File: config.mk
export PLATFORM = sky130hd
export DESIGN_NAME = id_ex_stage
export DESIGN_NICKNAME = d
export VERILOG_FILES = /design/src/rtl/mips_pkg.sv /design/src/rtl/id_decoder.sv /design/src/rtl/id_ex_stage.sv
export SDC_FILE = /design/constraint.sdc
export NUM_CORES = 1
export LEC_CHECK = 0
export ABC_AREA = 1
export CORE_ASPECT_RATIO = 1.25
export CORE_MARGIN = 10
export CORE_UTILIZATION = 44
export DETAILED_ROUTE_END_ITERATION = 16
export PLACE_DENSITY = 0.81
export REMOVE_ABC_BUFFERS = 1
export SYNTH_ARGS = -nofsm -noshare
export SYNTH_HDL_FRONTEND = slang
export SYNTH_SLANG_ARGS = --single-unit
File: constraint.sdc
create_clock -name clk -period 6.6 [get_ports clk]
set_input_delay 1.32 -clock clk [delete_from_list [all_inputs] [get_ports clk]]
set_output_delay 1.32 -clock clk [all_outputs]
set_load 0.05 [all_outputs]
File: src/rtl/mips_pkg.sv
// Shared MIPS decode definitions: opcodes, ALU operation codes, control bundle
// and immediate extension helper.
package mips_pkg;

  localparam int unsigned INSTR_W  = 32;
  localparam int unsigned OPCODE_W = 6;
  localparam int unsigned ALU_OP_W = 4;

  localparam logic [OPCODE_W-1:0] OP_RTYPE = 6'h00;
  localparam logic [OPCODE_W-1:0] OP_J     = 6'h02;
  localparam logic [OPCODE_W-1:0] OP_BEQ   = 6'h04;
  localparam logic [OPCODE_W-1:0] OP_ADDI  = 6'h08;
  localparam logic [OPCODE_W-1:0] OP_SLTI  = 6'h0A;
  localparam logic [OPCODE_W-1:0] OP_ANDI  = 6'h0C;
  localparam logic [OPCODE_W-1:0] OP_ORI   = 6'h0D;
  localparam logic [OPCODE_W-1:0] OP_LUI   = 6'h0F;
  localparam logic [OPCODE_W-1:0] OP_LW    = 6'h23;
  localparam logic [OPCODE_W-1:0] OP_SW    = 6'h2B;

  typedef enum logic [ALU_OP_W-1:0] {
    ALU_ADD   = 4'd0,
    ALU_SUB   = 4'd1,
    ALU_AND   = 4'd2,
    ALU_OR    = 4'd3,
    ALU_SLT   = 4'd4,
    ALU_LUI   = 4'd5,
    ALU_FUNCT = 4'd6
  } alu_op_t;

  typedef enum logic [1:0] {
    IMM_SIGN  = 2'd0,
    IMM_ZERO  = 2'd1,
    IMM_UPPER = 2'd2,
    IMM_JUMP  = 2'd3
  } imm_sel_t;

  typedef struct packed {
    logic    reg_write;
    logic    mem_read;
    logic    mem_write;
    logic    mem_to_reg;
    logic    alu_src;
    logic    branch;
    logic    jump;
    logic    illegal;
    alu_op_t alu_op;
  } ctrl_t;

  // Builds the 32-bit immediate from the low 26 instruction bits.
  function automatic logic [INSTR_W-1:0] extend_imm(input imm_sel_t sel,
                                                    input logic [25:0] field);
    logic [INSTR_W-1:0] imm;
    case (sel)
      IMM_ZERO:  imm = {16'h0000, field[15:0]};
      IMM_UPPER: imm = {field[15:0], 16'h0000};
      IMM_JUMP:  imm = {6'b000000, field};
      default:   imm = {{16{field[15]}}, field[15:0]};
    endcase
    return imm;
  endfunction

endpackage

File: src/rtl/id_decoder.sv
// Combinational opcode decode: control bundle, destination select, rt-usage
// flag for hazard detection, and extended immediate.
module id_decoder
  import mips_pkg::*;
(
  input  logic [INSTR_W-1:0] i_instr,
  output ctrl_t              o_ctrl_c,
  output logic               o_dest_rd_c,
  output logic               o_reads_rt_c,
  output logic [INSTR_W-1:0] o_imm_c
);

  logic [OPCODE_W-1:0] w_opcode;
  imm_sel_t            w_imm_sel;

  assign w_opcode = i_instr[31:26];

  always_comb begin
    o_ctrl_c        = '0;
    o_ctrl_c.alu_op = ALU_ADD;
    o_dest_rd_c     = 1'b0;
    o_reads_rt_c    = 1'b0;
    w_imm_sel       = IMM_SIGN;
    case (w_opcode)
      OP_RTYPE: begin
        o_ctrl_c.reg_write = 1'b1;
        o_ctrl_c.alu_op    = ALU_FUNCT;
        o_dest_rd_c        = 1'b1;
        o_reads_rt_c       = 1'b1;
      end
      OP_LW: begin
        o_ctrl_c.mem_read   = 1'b1;
        o_ctrl_c.mem_to_reg = 1'b1;
        o_ctrl_c.alu_src    = 1'b1;
        o_ctrl_c.reg_write  = 1'b1;
      end
      OP_SW: begin
        o_ctrl_c.mem_write = 1'b1;
        o_ctrl_c.alu_src   = 1'b1;
        o_reads_rt_c       = 1'b1;
      end
      OP_BEQ: begin
        o_ctrl_c.branch = 1'b1;
        o_ctrl_c.alu_op = ALU_SUB;
        o_reads_rt_c    = 1'b1;
      end
      OP_J: begin
        o_ctrl_c.jump = 1'b1;
        w_imm_sel     = IMM_JUMP;
      end
      OP_ADDI: begin
        o_ctrl_c.alu_src   = 1'b1;
        o_ctrl_c.reg_write = 1'b1;
      end
      OP_SLTI: begin
        o_ctrl_c.alu_src   = 1'b1;
        o_ctrl_c.reg_write = 1'b1;
        o_ctrl_c.alu_op    = ALU_SLT;
      end
      OP_ANDI: begin
        o_ctrl_c.alu_src   = 1'b1;
        o_ctrl_c.reg_write = 1'b1;
        o_ctrl_c.alu_op    = ALU_AND;
        w_imm_sel          = IMM_ZERO;
      end
      OP_ORI: begin
        o_ctrl_c.alu_src   = 1'b1;
        o_ctrl_c.reg_write = 1'b1;
        o_ctrl_c.alu_op    = ALU_OR;
        w_imm_sel          = IMM_ZERO;
      end
      OP_LUI: begin
        o_ctrl_c.alu_src   = 1'b1;
        o_ctrl_c.reg_write = 1'b1;
        o_ctrl_c.alu_op    = ALU_LUI;
        w_imm_sel          = IMM_UPPER;
      end
      default: o_ctrl_c.illegal = 1'b1;
    endcase
  end

  assign o_imm_c = extend_imm(w_imm_sel, i_instr[25:0]);

endmodule

File: src/rtl/id_ex_stage.sv
// MIPS decode stage and ID/EX pipeline register: operand fetch with
// write-back bypass, forced-zero $zero, decode and load-use stall.
module id_ex_stage
  import mips_pkg::*;
#(
  parameter int unsigned XLEN      = 32,
  parameter int unsigned NREG_BITS = 5
) (
  input  logic                 clk,
  input  logic                 rst,
  input  logic                 id_valid,
  input  logic [INSTR_W-1:0]   id_instr,
  input  logic [XLEN-1:0]      id_pc_plus4,
  input  logic                 flush,
  output logic [NREG_BITS-1:0] rf_read_register1,
  output logic [NREG_BITS-1:0] rf_read_register2,
  input  logic [XLEN-1:0]      rf_read_data1,
  input  logic [XLEN-1:0]      rf_read_data2,
  input  logic                 wb_write_enable,
  input  logic [NREG_BITS-1:0] wb_write_register,
  input  logic [XLEN-1:0]      wb_in_data,
  output logic                 stall,
  output logic                 ex_valid,
  output logic [XLEN-1:0]      ex_pc_plus4,
  output logic [XLEN-1:0]      ex_rs_data,
  output logic [XLEN-1:0]      ex_rt_data,
  output logic [XLEN-1:0]      ex_imm,
  output logic [NREG_BITS-1:0] ex_rs,
  output logic [NREG_BITS-1:0] ex_rt,
  output logic [NREG_BITS-1:0] ex_dest,
  output logic [4:0]           ex_shamt,
  output logic [5:0]           ex_funct,
  output logic [ALU_OP_W-1:0]  ex_alu_op,
  output logic                 ex_reg_write,
  output logic                 ex_mem_read,
  output logic                 ex_mem_write,
  output logic                 ex_mem_to_reg,
  output logic                 ex_alu_src,
  output logic                 ex_branch,
  output logic                 ex_jump,
  output logic                 ex_illegal
);

  logic [NREG_BITS-1:0] w_rs_idx;
  logic [NREG_BITS-1:0] w_rt_idx;
  logic [NREG_BITS-1:0] w_rd_idx;
  logic [XLEN-1:0]      w_rs_data;
  logic [XLEN-1:0]      w_rt_data;
  ctrl_t                w_ctrl;
  logic                 w_dest_rd;
  logic                 w_reads_rt;
  logic [INSTR_W-1:0]   w_imm;
  logic                 w_stall;
  logic                 w_bubble;

  ctrl_t                r_ctrl;
  logic                 r_valid;
  logic [XLEN-1:0]      r_pc_plus4;
  logic [XLEN-1:0]      r_rs_data;
  logic [XLEN-1:0]      r_rt_data;
  logic [XLEN-1:0]      r_imm;
  logic [NREG_BITS-1:0] r_rs;
  logic [NREG_BITS-1:0] r_rt;
  logic [NREG_BITS-1:0] r_dest;
  logic [4:0]           r_shamt;
  logic [5:0]           r_funct;

  assign w_rs_idx = NREG_BITS'(id_instr[25:21]);
  assign w_rt_idx = NREG_BITS'(id_instr[20:16]);
  assign w_rd_idx = NREG_BITS'(id_instr[15:11]);

  assign rf_read_register1 = w_rs_idx;
  assign rf_read_register2 = w_rt_idx;

  id_decoder u_decoder (
    .i_instr      (id_instr),
    .o_ctrl_c     (w_ctrl),
    .o_dest_rd_c  (w_dest_rd),
    .o_reads_rt_c (w_reads_rt),
    .o_imm_c      (w_imm)
  );

  // The register file returns the pre-write value during a WB cycle, so forward it here.
  assign w_rs_data = (w_rs_idx == '0) ? '0 :
                     (wb_write_enable && (wb_write_register == w_rs_idx)) ? wb_in_data :
                     rf_read_data1;
  assign w_rt_data = (w_rt_idx == '0) ? '0 :
                     (wb_write_enable && (wb_write_register == w_rt_idx)) ? wb_in_data :
                     rf_read_data2;

  assign w_stall = id_valid && !flush && r_valid && r_ctrl.mem_read && (r_rt != '0) &&
                   ((r_rt == w_rs_idx) || (w_reads_rt && (r_rt == w_rt_idx)));
  assign stall   = w_stall;

  assign w_bubble = flush || w_stall || !id_valid;

  // Bubbles clear valid and controls; data fields simply hold.
  always_ff @(posedge clk or posedge rst) begin
    if (rst) begin
      r_valid    <= 1'b0;
      r_ctrl     <= '0;
      r_pc_plus4 <= '0;
      r_rs_data  <= '0;
      r_rt_data  <= '0;
      r_imm      <= '0;
      r_rs       <= '0;
      r_rt       <= '0;
      r_dest     <= '0;
      r_shamt    <= '0;
      r_funct    <= '0;
    end else if (w_bubble) begin
      r_valid <= 1'b0;
      r_ctrl  <= '0;
    end else begin
      r_valid    <= 1'b1;
      r_ctrl     <= w_ctrl;
      r_pc_plus4 <= id_pc_plus4;
      r_rs_data  <= w_rs_data;
      r_rt_data  <= w_rt_data;
      r_imm      <= XLEN'(w_imm);
      r_rs       <= w_rs_idx;
      r_rt       <= w_rt_idx;
      r_dest     <= w_dest_rd ? w_rd_idx : w_rt_idx;
      r_shamt    <= id_instr[10:6];
      r_funct    <= id_instr[5:0];
    end
  end

  assign ex_valid      = r_valid;
  assign ex_pc_plus4   = r_pc_plus4;
  assign ex_rs_data    = r_rs_data;
  assign ex_rt_data    = r_rt_data;
  assign ex_imm        = r_imm;
  assign ex_rs         = r_rs;
  assign ex_rt         = r_rt;
  assign ex_dest       = r_dest;
  assign ex_shamt      = r_shamt;
  assign ex_funct      = r_funct;
  assign ex_alu_op     = r_ctrl.alu_op;
  assign ex_reg_write  = r_ctrl.reg_write;
  assign ex_mem_read   = r_ctrl.mem_read;
  assign ex_mem_write  = r_ctrl.mem_write;
  assign ex_mem_to_reg = r_ctrl.mem_to_reg;
  assign ex_alu_src    = r_ctrl.alu_src;
  assign ex_branch     = r_ctrl.branch;
  assign ex_jump       = r_ctrl.jump;
  assign ex_illegal    = r_ctrl.illegal;

endmodule

==> results_dict.tcl <==
set metrics [dict create \
    outcome "finished clean" \
    synthSimpleGateAreaFrac 0.402 \
    holdPathStages 2 \
    finalNetCount 1711 \
    final_util 0.656 \
    finalMaxSlewViolations 0 \
    synthCells 1251 \
    syn-cell-area_mm2 0.00868 \
    num_rows 57 \
    synth_largest_area_cell "dfrtp_1" \
    detail_route.iter0.violations 700 \
    worst_pin_slew_ns 0.969 \
    ys_ff_latch 165 \
    max_freq_mhz 201 \
    r2r_cells 12 \
    drc 0 \
    power.internal_mw 2.07 \
    required_ns 5.28 \
    grt_use_total 0.238 \
    finalWirelength_um 31700 \
    clockBufferDepth 2 \
    htree_levels 4 \
    hold_viol 0 \
    cp_top_family "buffers and inverters" \
    yosys_most_used_dff "dfrtp_1" \
    synth_cell_type_count 23 \
    routabilityCongestion 0.876 \
    hp-start "ex_rt_data[30]$_DFFE_PP0N_" \
    path_class "input pin to output pin" \
    synth_adder_area_share 0 \
    cts_setup_buffers 0 \
    wire_per_inst_um 17.4 \
    grt_pass1_wl_um 49200 \
    io_pins 348 \
    area_delta_synth_final_pct 46.6 \
    arrival_ns 3.65 \
    slowest_stage "clkdlybuf4s50_1" \
    holdBufCountCts 0 \
    synth_area_leaders "dfrtp_1 (48%), nand2_1 (22%), nand3_1 (10%)" \
    grt_remaining_overflow 0 \
    synth_warnings 0 \
    fin_worst_skew_ns 0.0105 \
    synth-compound-area-share 0.0167 \
    cp_num_buf_inv 4 \
    power_mw 3.35 \
    cts_tree "yes" \
    pwr-share-clk 0.296 \
    period_needed_ns 4.97 \
    hold_path.class "flop to flop" \
    antenna_left 0 \
    power_density_mw_per_mm2 263 \
    synth_edf_count 0 \
    start_kind "input pin" \
    avgViaCountPerCell 4.98 \
    grt_pass1_vias 8793 \
    post_synth_mux_area_share 0 \
    p_sw_mw 1.28 \
    cp-startpoint "id_instr[31]" \
    port_buffers 346 \
    seq_power_share 0.360 \
    initial_utilization 0.448 \
    swShare 0.382 \
    yosys.area_share.xor_xnor 0.00807 \
    dieWidth_um 146 \
    synth_most_common_cell "nand2_1" \
    synthArstFlopShare 1.00 \
    core_mm2 0.0194 \
    hpwl_um 22400 \
    antenna_found_initial 1 \
    grt_max_degree 86 \
    rsz0062_at_grt "false" \
    seq_area_frac_synth 0.475 \
    synth_common_cells "nand2_1 (507), nand3_1 (176), dfrtp_1 (165)" \
    worst_setup_path_end_kind "output pin" \
    numCtsBuffers 17 \
    n_fill_cell 1704 \
    clk-insertion-delay-late_ns 0.43 \
    cts_num_sinks 165 \
    synth_top_family_by_area "simple AND/OR/NAND/NOR gates" \
    synth_area_per_cell_um2 6.94 \
    crit_chain "clkdlybuf4s50_1 > inv_1 > nor2_1 > nand3_1 > nand2_1 > nand2_1 > o21ai_1 > nand2_4 > inv_1 > clkdlybuf4s50_1" \
    vias 9055 \
    crit_cells 10 \
    path_clk_slew_ns 0.06 \
    crit_fanout 2 \
    cts_root_buffer "clkbuf_16" \
    layout-drive-gt1-share 0.0341 \
    max_cap_violations 0 \
    die_y_um 177 \
    max_stage_delay_ns 0.84 \
    setup_violations 0 \
    die_area_mm2 0.0258 \
    yosys.area.top_type_share 0.475 \
    ctsResizeCount 0 \
    dr.pass1.iters 5 \
    timing.final.crit_share 0.754 \
    p_leak_nw 6.75 \
    max-vdd-ir-drop_v 0.000200 \
    slew_headroom 0.354 \
    comb_power_share 0.344 \
    r2r_start "ex_rt[4]$_DFFE_PP0N_" \
]
==> stage by stage <==
step	hold slack (ns)	setup TNS [ns]	setup slack (ns)	instances	instance area (µm²)
6_report	0.470	0	1.63	1820	12700
5_1_grt	0.482	0	1.55	1820	12700
3_3_place_gp	0.453	0	1.72	1787	12200
2_1_floorplan	0.761	-934.89	-5.65	1164	8230
4_1_cts	0.474	0	1.66	1819	12700
3_5_place_dp	0.457	0	1.67	1787	12200
==> final cells by class <==
| cell class | instances | area, µm² | area share |
|---|---|---|---|
| Tap cell | 265 | 332 | 0.0260 |
| Timing Repair Buffer | 358 | 3550 | 0.279 |
| Inverter | 105 | 399 | 0.0314 |
| Clock buffer | 18 | 439 | 0.0345 |
| Antenna cell | 1 | 2.50 | 0.000197 |
| Clock inverter | 14 | 139 | 0.0109 |
| Sequential cell | 165 | 4130 | 0.324 |
| Multi-Input combinational cell | 894 | 3740 | 0.294 |
==> flip-flops by register name, summed over array words and instances, names as in the netlist, 6 cells and up <==
name / count
ex_rs_data: 32
ex_imm: 32
ex_pc_plus4: 32
ex_funct: 6
ex_rt_data: 32
==> placed cells by master (no fill, tap or decap), drive strengths merged <==
cell type / synthesis / final
xnor2: 4 / 4
diode: 0 / 1
nand4: 2 / 2
xor2: 4 / 4
nor4: 2 / 2
buf: 74 / 12
nor3: 7 / 7
clkdlybuf4s50: 0 / 346
o21ai: 13 / 13
clkinvlp: 0 / 2
nor2: 165 / 165
clkbuf: 13 / 18
dfrtp: 165 / 165
inv: 103 / 111
nand2: 507 / 507
conb: 1 / 1
clkinv: 2 / 5
nand3: 178 / 178
a21oi: 1 / 1
bufinv: 0 / 1
a21boi: 10 / 10
==> logic make-up (layout without fill, tap and decap cells) <==
| group | count (synthesis) | count (layout) |
|---|---|---|
| and+or+nand+nor | 861 | 861 |
| xor gates and xnor gates | 8 | 8 |
| buffers and inverters | 192 | 495 |
| DFF | 165 | 165 |
| other | 1 | 2 |
| AOI/OAI and AO/OA | 24 | 24 |
==> worst reg2reg max path, cell delays in order, from the launching register on <==
cell and delay, ns:
dfrtp_1 0.47, inv_1 0.11, nand2_1 0.07, nand2_1 0.05
nor2_1 0.09, nand2_1 0.09, o21ai_1 0.30, nand2_4 0.07
buf_4 0.37, nand2_4 0.45, buf_4 0.77, nand2_1 0.21
nand2_1 0.11
==> layer usage <==
layer	routed length (µm)	vias up	part of all wire	track usage
met5	0	-	0	0
met3	2680	69	0.084	0.0709
met4	1190	0	0.038	0.101
met2	15500	379	0.49	0.397
li1	-	4400	-	-
met1	12300	4207	0.39	0.279
==> power by group through the flow <==
| stage | combinational [mW] | sequential (mW) | clock [mW] |
|---|---|---|---|
| final | 1.15 | 1.21 | 0.991 |
| after global routing | 1.22 | 1.22 | 1.05 |
| after CTS | 1.16 | 1.21 | 1.01 |
| after detailed placement | 1.16 | 1.22 | 0 |
| after global placement | 1.15 | 1.22 | 0 |
| after floorplan | 0.227 | 1.67 | 0 |
==> final timing paths <==
| check | end | slack, ns |
|---|---|---|
| worst min-delay path | ex_rt_data[30]$_DFFE_PP0N_ | 0.47 |
| max in group asynchronous | ex_imm[27]$_DFFE_PP0N_ | 4.11 |
| worst min register to register | ex_rt_data[30]$_DFFE_PP0N_ | 0.47 |
| worst max-delay path | stall | 1.63 |
| worst max register to register | ex_pc_plus4[25]$_DFFE_PP0N_ | 3.37 |
| min in group asynchronous | ex_pc_plus4[10]$_DFFE_PP0N_ | 1.31 |
(Power assumes the default switching activity.)
